--- src/rtl/seg7_scan.sv ---
// Six-digit multiplexed seven-segment driver: 5 BCD digits plus a sign digit,
// frame-synchronous refresh, leading-zero blanking and inter-digit ghost blanking.
module seg7_scan #(
  parameter int SCAN_DIV = 50000,
  parameter int BLANK    = 16,
  parameter int DP_POS   = 3
) (
  input  logic        clk,
  input  logic        rst_n,
  input  logic [19:0] dec,
  input  logic        neg,
  input  logic        upd,
  output logic [7:0]  seg,
  output logic [5:0]  sel
);

  localparam int CW = $clog2(SCAN_DIV);
  localparam logic [7:0] SEG_OFF   = 8'hFF;
  localparam logic [7:0] SEG_MINUS = 8'hBF;
  localparam logic [5:0] SEL_OFF   = 6'h3F;

  logic [CW-1:0] cnt;
  logic [2:0]    idx;
  logic          slot_end;
  logic [19:0]   hold_val;
  logic [19:0]   frame_val;
  logic          hold_neg;
  logic          frame_neg;
  logic [3:0]    digit;
  logic [2:0]    msd;
  logic          blank_digit;
  logic [7:0]    seg_d;
  logic [5:0]    sel_d;

  assign slot_end = (cnt == CW'(SCAN_DIV - 1));

  always_ff @(posedge clk or negedge rst_n) begin
    if (!rst_n) begin
      cnt <= '0;
      idx <= '0;
    end else if (slot_end) begin
      cnt <= '0;
      idx <= (idx == 3'd5) ? 3'd0 : idx + 3'd1;
    end else begin
      cnt <= cnt + 1'b1;
    end
  end

  // The frame copy only moves at the start of a frame, so one frame never mixes values.
  always_ff @(posedge clk or negedge rst_n) begin
    if (!rst_n) begin
      hold_val  <= '0;
      hold_neg  <= 1'b0;
      frame_val <= '0;
      frame_neg <= 1'b0;
    end else begin
      if (upd) begin
        hold_val <= dec;
        hold_neg <= neg;
      end
      if (slot_end && idx == 3'd5) begin
        frame_val <= hold_val;
        frame_neg <= hold_neg;
      end
    end
  end

  function automatic logic [7:0] glyph(input logic [3:0] d);
    case (d)
      4'd0:    glyph = 8'hC0;
      4'd1:    glyph = 8'hF9;
      4'd2:    glyph = 8'hA4;
      4'd3:    glyph = 8'hB0;
      4'd4:    glyph = 8'h99;
      4'd5:    glyph = 8'h92;
      4'd6:    glyph = 8'h82;
      4'd7:    glyph = 8'hF8;
      4'd8:    glyph = 8'h80;
      4'd9:    glyph = 8'h90;
      default: glyph = 8'h86;
    endcase
  endfunction

  always_comb begin
    msd = 3'd0;
    for (int i = 0; i < 5; i++) begin
      if (frame_val[4*i +: 4] != 4'd0) msd = 3'(i);
    end
  end

  always_comb begin
    case (idx)
      3'd0:    digit = frame_val[3:0];
      3'd1:    digit = frame_val[7:4];
      3'd2:    digit = frame_val[11:8];
      3'd3:    digit = frame_val[15:12];
      3'd4:    digit = frame_val[19:16];
      default: digit = 4'd0;
    endcase
  end

  // Outputs are computed from cnt/idx and registered, so the pins never glitch.
  always_comb begin
    blank_digit = (idx > msd) && (idx > 3'(DP_POS));
    sel_d = SEL_OFF;
    seg_d = SEG_OFF;
    if (cnt >= CW'(BLANK)) begin
      sel_d = ~(6'd1 << idx);
      if (idx == 3'd5) begin
        seg_d = (frame_neg && frame_val != 20'd0) ? SEG_MINUS : SEG_OFF;
      end else if (!blank_digit) begin
        seg_d = glyph(digit);
        if (idx == 3'(DP_POS)) seg_d[7] = 1'b0;
      end
    end
  end

  always_ff @(posedge clk or negedge rst_n) begin
    if (!rst_n) begin
      seg <= SEG_OFF;
      sel <= SEL_OFF;
    end else begin
      seg <= seg_d;
      sel <= sel_d;
    end
  end

endmodule
--- config.mk ---
export PLATFORM = sky130hd
export DESIGN_NAME = seg7_scan
export DESIGN_NICKNAME = d
export VERILOG_FILES = /design/src/rtl/seg7_scan.sv
export SDC_FILE = /design/constraint.sdc
export NUM_CORES = 1
export LEC_CHECK = 0
export CORE_ASPECT_RATIO = 1.75
export CORE_UTILIZATION = 61
export DETAILED_ROUTE_END_ITERATION = 10
export PLACE_DENSITY = 0.95
export SETUP_SLACK_MARGIN = 0.3
export SKIP_CTS_REPAIR_TIMING = 1
export SYNTH_ARGS = -nofsm -noshare
export SYNTH_HDL_FRONTEND = slang
export SYNTH_SLANG_ARGS = --single-unit
--- constraint.sdc ---
create_clock -name clk -period 6.25 [get_ports clk]
set_input_delay 1.25 -clock clk [delete_from_list [all_inputs] [get_ports clk]]
set_output_delay 1.25 -clock clk [all_outputs]
set_load 0.005 [all_outputs]
==> summary.txt, run 1 <==
Run status
  • Status: completed

Critical path
  • Crit path launch type: flip-flop
  • Crit. End Element: flip-flop
  • Max stage delay on crit path: around 750 ps
  • Critical path buffer and inverter count: 0
  • Cells along the critical path: nor4_2 -> nand2_1 -> nor4_4 -> nand2_2 -> mux2_4
  • Critical path fanouts, max: 21
  • Worst path slowest cell: nor4_4
  • Worst EP required: 6490 ps
  • Critical Path AT: 3100 ps
  • Largest delay share family, worst path: simple AND/OR/NAND/NOR gates
  • Critical path type: reg -> reg

Pwr
  • Leak Pwr: 1.92 nW
  • Pwr Density: approximately 220 nW/um^2
  • Peak supply drop: 0.231 mV
  • Total Power: roughly 900 uW

Drt
  • Routed length per instance: ~16 um
  • Iter 0 DRT Violations: ~120
  • Final wirelength: between 6 and 7 mm
  • Routed Antenna Nets: 0
  • Drt pass-1 iters: 5
  • Number of vias per cell: 5.74
  • Vias: 2348
  • Drt drc: 0

Finish
  • Non-filler instance count after layout: ~410
  • Final nets: 363
  • Layout Utilization: approximately 75%
  • Area growth syn-to-layout: 17.0%
  • Antenna diodes: 0
  • Final Cell Area: 4170 um^2
  • Share of cells above drive strength 1: 24.3%

Timing
  • Rel. slew slack: between 10% and 20%
  • Hold Vio Cnt, Final: 0
  • Worst hold margin: 483 ps
  • Setup ws final: around 3400 ps
  • Final setup TNS: 0 ps
  • Worst-Margin Slew: 1240 ps
  • Clock skew: approximately 11 ps
  • RSZ-0062 raised after global routing: no
  • Tcrit/Tclk final: around 46%
  • Max Clk Rate: approximately 350 MHz
  • Minimum clock period: roughly 2900 ps
  • Max-slew violations: 0
  • # setup viols final: 0

Placed design
  • GP Congestion: around 0.9
  • Area after DPL: around 4000 um^2
  • Port Buffers: 37
  • DP Wirelength: 4.56 mm
  • Pre-CTS setup slack: around 3400 ps
  • Placed cells: roughly 390

Floorplanning
  • Site Rows: 36
  • Core ar.: approximately 5600 um^2
  • Initial core utilization: between 60% and 70%
  • Die height: about 100 um
  • Io pins: 38
  • Die W: approximately 60 um
  • Die area: approximately 6200 um^2

Logic synthesis
  • Cell Area, Synth: ~3600 um^2
  • Syn Area/Cell: around 12 um^2
  • Post-Syn Instances: about 290
  • Dominant synthesized flop cell: dfrtp_1
  • Distinct cells, synth: between 40 and 50
  • Synth async-reset ratio: 100%
  • Sequential area share after synthesis: 53.1%
  • Synth Warn #: 0
  • Syn_nets: roughly 320
  • Post-synth EDFFs: 0
  • Top cells by area, synth: dfrtp_1, dfstp_2, mux2_4
  • Register bit count reported by yosys: 75
  • Share of the synthesized area in the top cell type: between 40% and 50%
  • Synth area leader: dfrtp_1

Clocking
  • H-tree depth: 3
  • CTS root buffer: clkbuf_8
  • Clock Path Buffers: 2
  • Reg clk slew, reported paths: 80 ps
  • CTS tree: yes
  • Worst skew pair latency: around 360 ps
  • TritonCTS buffer count: 9
  • Clock sinks: 75

Global route
  • First-pass GRT wire length: 10.9 mm
  • Vias in the first global route: roughly 2300
  • All-Layer GR Usage: 24.9%
  • Maximum number of pins on one net before global-route repair: 76
  • Overflow after GRT: 0
  • Initial antenna violation count: 0

Worst hold path
  • Worst Hold Class: reg -> reg

Run
  • Max_cap viols: 0
[path summary, 6_finish.rpt]
path,depth (start not counted),slack [ps],start,to
hold / removal,1,480,cnt[0]$_DFF_PN0_,cnt[0]$_DFF_PN0_
min in group asynchronous,2,1080,rst_n,cnt[13]$_DFF_PN0_
setup reg to reg,5,3390,cnt[12]$_DFF_PN0_,frame_val[0]$_DFFE_PN0P_
hold reg to reg,1,480,cnt[0]$_DFF_PN0_,cnt[0]$_DFF_PN0_
max in group asynchronous,2,4590,rst_n,frame_val[14]$_DFFE_PN0P_
setup / recovery,5,3390,cnt[12]$_DFF_PN0_,frame_val[0]$_DFFE_PN0P_
[area by class of cell]
class | count | area [um^2]
tap | 76 | 95.1
timing repair buffer | 38 | 373
sequential | 75 | 1890
inverter | 14 | 52.6
clock buffer | 11 | 141
multi-input combinational | 190 | 1560
fill | 395 | 1410
clock inverter | 5 | 52.6
[Yosys cell counts, types with 4 or more instances]
cell	instances
o21ai_0	8
nand4_1	7
a21oi_1	6
nand2_1	20
mux2_4	20
nand3b_1	5
nor3_1	6
dfrtp_1	61
xnor2_1	9
clkbuf_1	4
dfstp_2	14
nor4_1	6
inv_1	14
ha_1	11
mux2_2	25
nor2_1	15
xor2_1	6
nand3_1	12
[state kept, by name, indices dropped and copies added, names as in the netlist]
| register | flops |
|---|---|
| frame_val | 20 |
| hold_val | 20 |
| cnt | 16 |
| seg | 8 |
| sel | 6 |
| idx | 3 |
| frame_neg | 1 |
| hold_neg | 1 |
[cell usage in the layout (no fill, tap or decap), types with 3 or more instances in the layout]
cell,n
a21o_1,3
a21oi_1,6
and3b_1,3
clkbuf_8,10
clkdlybuf4s50_1,36
clkinv_2,3
dfrtp_1,61
dfstp_2,14
ha_1,11
inv_1,14
mux2_2,25
mux2_4,20
mux2i_1,3
nand2_1,20
nand3_1,12
nand3b_1,5
nand4_1,7
nor2_1,15
nor3_1,6
nor4_1,6
o2111ai_1,3
o21ai_0,8
xnor2_1,9
xor2_1,6
[metal layers]
metal | up-vias | global-route usage (%) | wire length (um)
li1 | 1111 | - | -
met3 | 17 | 5.40 | 220
met1 | 1151 | 29.1 | 2470
met5 | - | 0 | 0
met4 | 0 | 15.2 | 207
met2 | 69 | 40.9 | 3560
[report_power, final]
part / switching, mW / internal, mW / total, mW / leakage, nW
Clock: 0.172 / 0.193 / 0.365 / 0.0991
Combinational: 0.0158 / 0.0251 / 0.0409 / 0.882
Sequential: 0.00795 / 0.499 / 0.507 / 0.936
Total: 0.196 / 0.717 / 0.913 / 1.92
[cell families after synthesis]
logic type	synth area share [%]
xor gates and xnor gates	3.68
and+or+nand+nor	12.9
AOI/OAI and AO/OA	6.24
adders and majority gates	3.86
buffers and inverters	3.05
DFF	53.1
muxes	17.2
Note: power is estimated with default switching activity, not from simulation.
==> run 2: changes to the inputs <==
--- a/config.mk
+++ b/config.mk
@@ -6,9 +6,9 @@
 export NUM_CORES = 1
 export LEC_CHECK = 0
 export CORE_ASPECT_RATIO = 1.75
-export CORE_UTILIZATION = 61
+export CORE_UTILIZATION = 51
 export DETAILED_ROUTE_END_ITERATION = 10
-export PLACE_DENSITY = 0.95
+export PLACE_DENSITY = 0.87
 export SETUP_SLACK_MARGIN = 0.3
 export SKIP_CTS_REPAIR_TIMING = 1
 export SYNTH_ARGS = -nofsm -noshare
==> constraint.sdc (replaced) <==
create_clock -name clk -period 2.57 [get_ports clk]
set_input_delay 0.514 -clock clk [delete_from_list [all_inputs] [get_ports clk]]
set_output_delay 0.514 -clock clk [all_outputs]
set_load 0.005 [all_outputs]
==> run 2 against run 1 <==
Utilization down 7.0 points; via count up 5.8%; clock power rose to 3.1 times the previous value; die area up 19%; sequential cell count unchanged; non-clock buffer count up 24; clock skew down 2.9 ps; hold slack worse by 330 ps.
==> summary.txt, run 2 (synthesis gave the netlist of run 1 again) <==
Run status
  • Status: completed

Pwr
  • Gate power share: 4.2%
  • Sequential share of power: 49.7%
  • Clock network power share: 46.1%
  • Peak supply drop: 0.446 mV
  • Switching fraction of total power: between 20% and 30%
  • Sw power: 527 uW
  • Pint: about 2 mW
  • Total Power: 2.48 mW
  • Leak Pwr: around 2.1 nW
  • Pwr Density: about 540 nW/um^2

Global route
  • All-Layer GR Usage: between 20% and 30%
  • Vias in the first global route: between 2000 and 3000
  • First-pass GRT wire length: 12.6 mm
  • Initial antenna violation count: 0
  • Maximum number of pins on one net before global-route repair: 27
  • Overflow after GRT: 0

Drt
  • Drt pass-1 iters: 5
  • Routed length per instance: between 15 and 20 um
  • Final wirelength: a little under 8 mm
  • Number of vias per cell: ~5.6
  • Drt drc: 0
  • Iter 0 DRT Violations: ~140
  • Vias: around 2500
  • Routed Antenna Nets: 0

Floorplanning
  • Die W: 65.2 um
  • Initial core utilization: a little over half
  • Io pins: 38
  • Core ar.: a little under 7000 um^2
  • Die height: about 110 um
  • Die area: 7350 um^2
  • Site Rows: 40

Clocking
  • Clock Path Buffers: 2
  • Worst skew pair latency: 340 ps
  • Clock sinks: 75
  • H-tree depth: 3
  • Reg clk slew, reported paths: ~60 ps
  • CTS root buffer: clkbuf_16
  • CTS tree: yes
  • TritonCTS buffer count: 9

Finish
  • Antenna diodes: 0
  • Top flop regs: frame_val (20), hold_val (20), cnt (16)
  • Final nets: 387
  • Most frequent cells in the layout: dfrtp_1, clkdlybuf4s50_1, mux2_2, buf_4, mux2_4
  • Most common cell after layout, fill and taps aside: dfrtp_1
  • Area growth syn-to-layout: 29.2%
  • Share of cells above drive strength 1: between 30% and 40%

Critical path
  • Critical path type: reg -> reg
  • Crit. End Element: flip-flop
  • Crit path launch type: flip-flop
  • Worst EP required: between 2000 and 3000 ps
  • Critical path fanouts, max: 8
  • Critical Path AT: about 2600 ps

Placed design
  • Pre-CTS setup slack: 12.8 ps
  • GP Congestion: approximately 0.84
  • Port Buffers: 37
  • DP Wirelength: 5.40 mm

Run
  • Max_cap viols: 0

Timing
  • Minimum clock period: 2330 ps
  • Clock skew: roughly 7.8 ps
  • Rel. slew slack: approximately 64%
  • Hold Vio Cnt, Final: 0
  • RSZ-0062 raised after global routing: yes
  • Worst-Margin Slew: ~540 ps
  • # setup viols final: 0
  • Max Clk Rate: roughly 430 MHz
  • Tcrit/Tclk final: 90.6%
  • Setup ws final: around 240 ps
  • Max-slew violations: 0

Worst hold path
  • Worst Hold Class: in -> async
run 2: cell types whose count changed in the layout (fill, tap and decap cells not counted), sizes merged:
cell	before	now
clkbuf	11	12
bufinv	1	0
buf	2	26
run 2: per-layer routing:
layer / routed length, um / vias to the layer above / global-route usage, %
met5: 0 / - / 0
met4: 373 / 0 / 15.7
met3: 217 / 25 / 4.78
met2: 4230 / 62 / 39.5
met1: 2880 / 1245 / 25.5
li1: - / 1152 / -
run 2: worst max-delay path, stage by stage, from the launching register on:
cell      delay [ps]
dfrtp_2          480
buf_4            180
nand3b_1         160
o21ai_0          100
a222oi_1         130
buf_4            170
nor2_2           140
ha_2             210
inv_1             50
mux2_2           260
a311o_1          360
run 2: final cells by class:
class	count	area (um^2)
Fill cell	528	2200
Sequential cell	75	1900
Multi-Input combinational cell	190	1730
Timing Repair Buffer	62	553
Clock buffer	12	246
Tap cell	84	105
Inverter	14	52.6
Clock inverter	4	26.3
run 2: per-stage QoR:
stage               instance area [um^2]  hold slack, ps  instances  utilization [%]  TNS, ps
floorplan                           3600             218        289                -        0
global placement                    4140             457        418             60.8        0
detailed placement                  4140             486        418             60.8        0
CTS                                 4410             164        434             64.8    -26.9
global route                        4610             198        441             67.7        0
finish                              4610             152        441             67.7        0
run 2: path summary, 6_finish.rpt:
kind                                    start           endpoint  slack [ps]  depth (start not counted)
max                        idx[1]$_DFFE_PN0N_   seg[4]$_DFF_PN1_         240                         10
min reg2reg                  cnt[0]$_DFF_PN0_   cnt[0]$_DFF_PN0_         490                          1
min                                     rst_n  cnt[12]$_DFF_PN0_         150                          1
max reg2reg                idx[1]$_DFFE_PN0N_   seg[4]$_DFF_PN1_         240                         10
max in group asynchronous               rst_n   seg[4]$_DFF_PN1_        1640                          2
min in group clk             cnt[0]$_DFF_PN0_   cnt[0]$_DFF_PN0_         490                          1
run 2: power by group through the flow:
stage	combinational, mW	clock [mW]	sequential, mW
after floorplan	0.0403	0	1.25
after global placement	0.101	0	1.25
after detailed placement	0.106	0	1.26
after CTS	0.107	1.16	1.24
after global routing	0.115	1.21	1.24
final	0.104	1.14	1.24
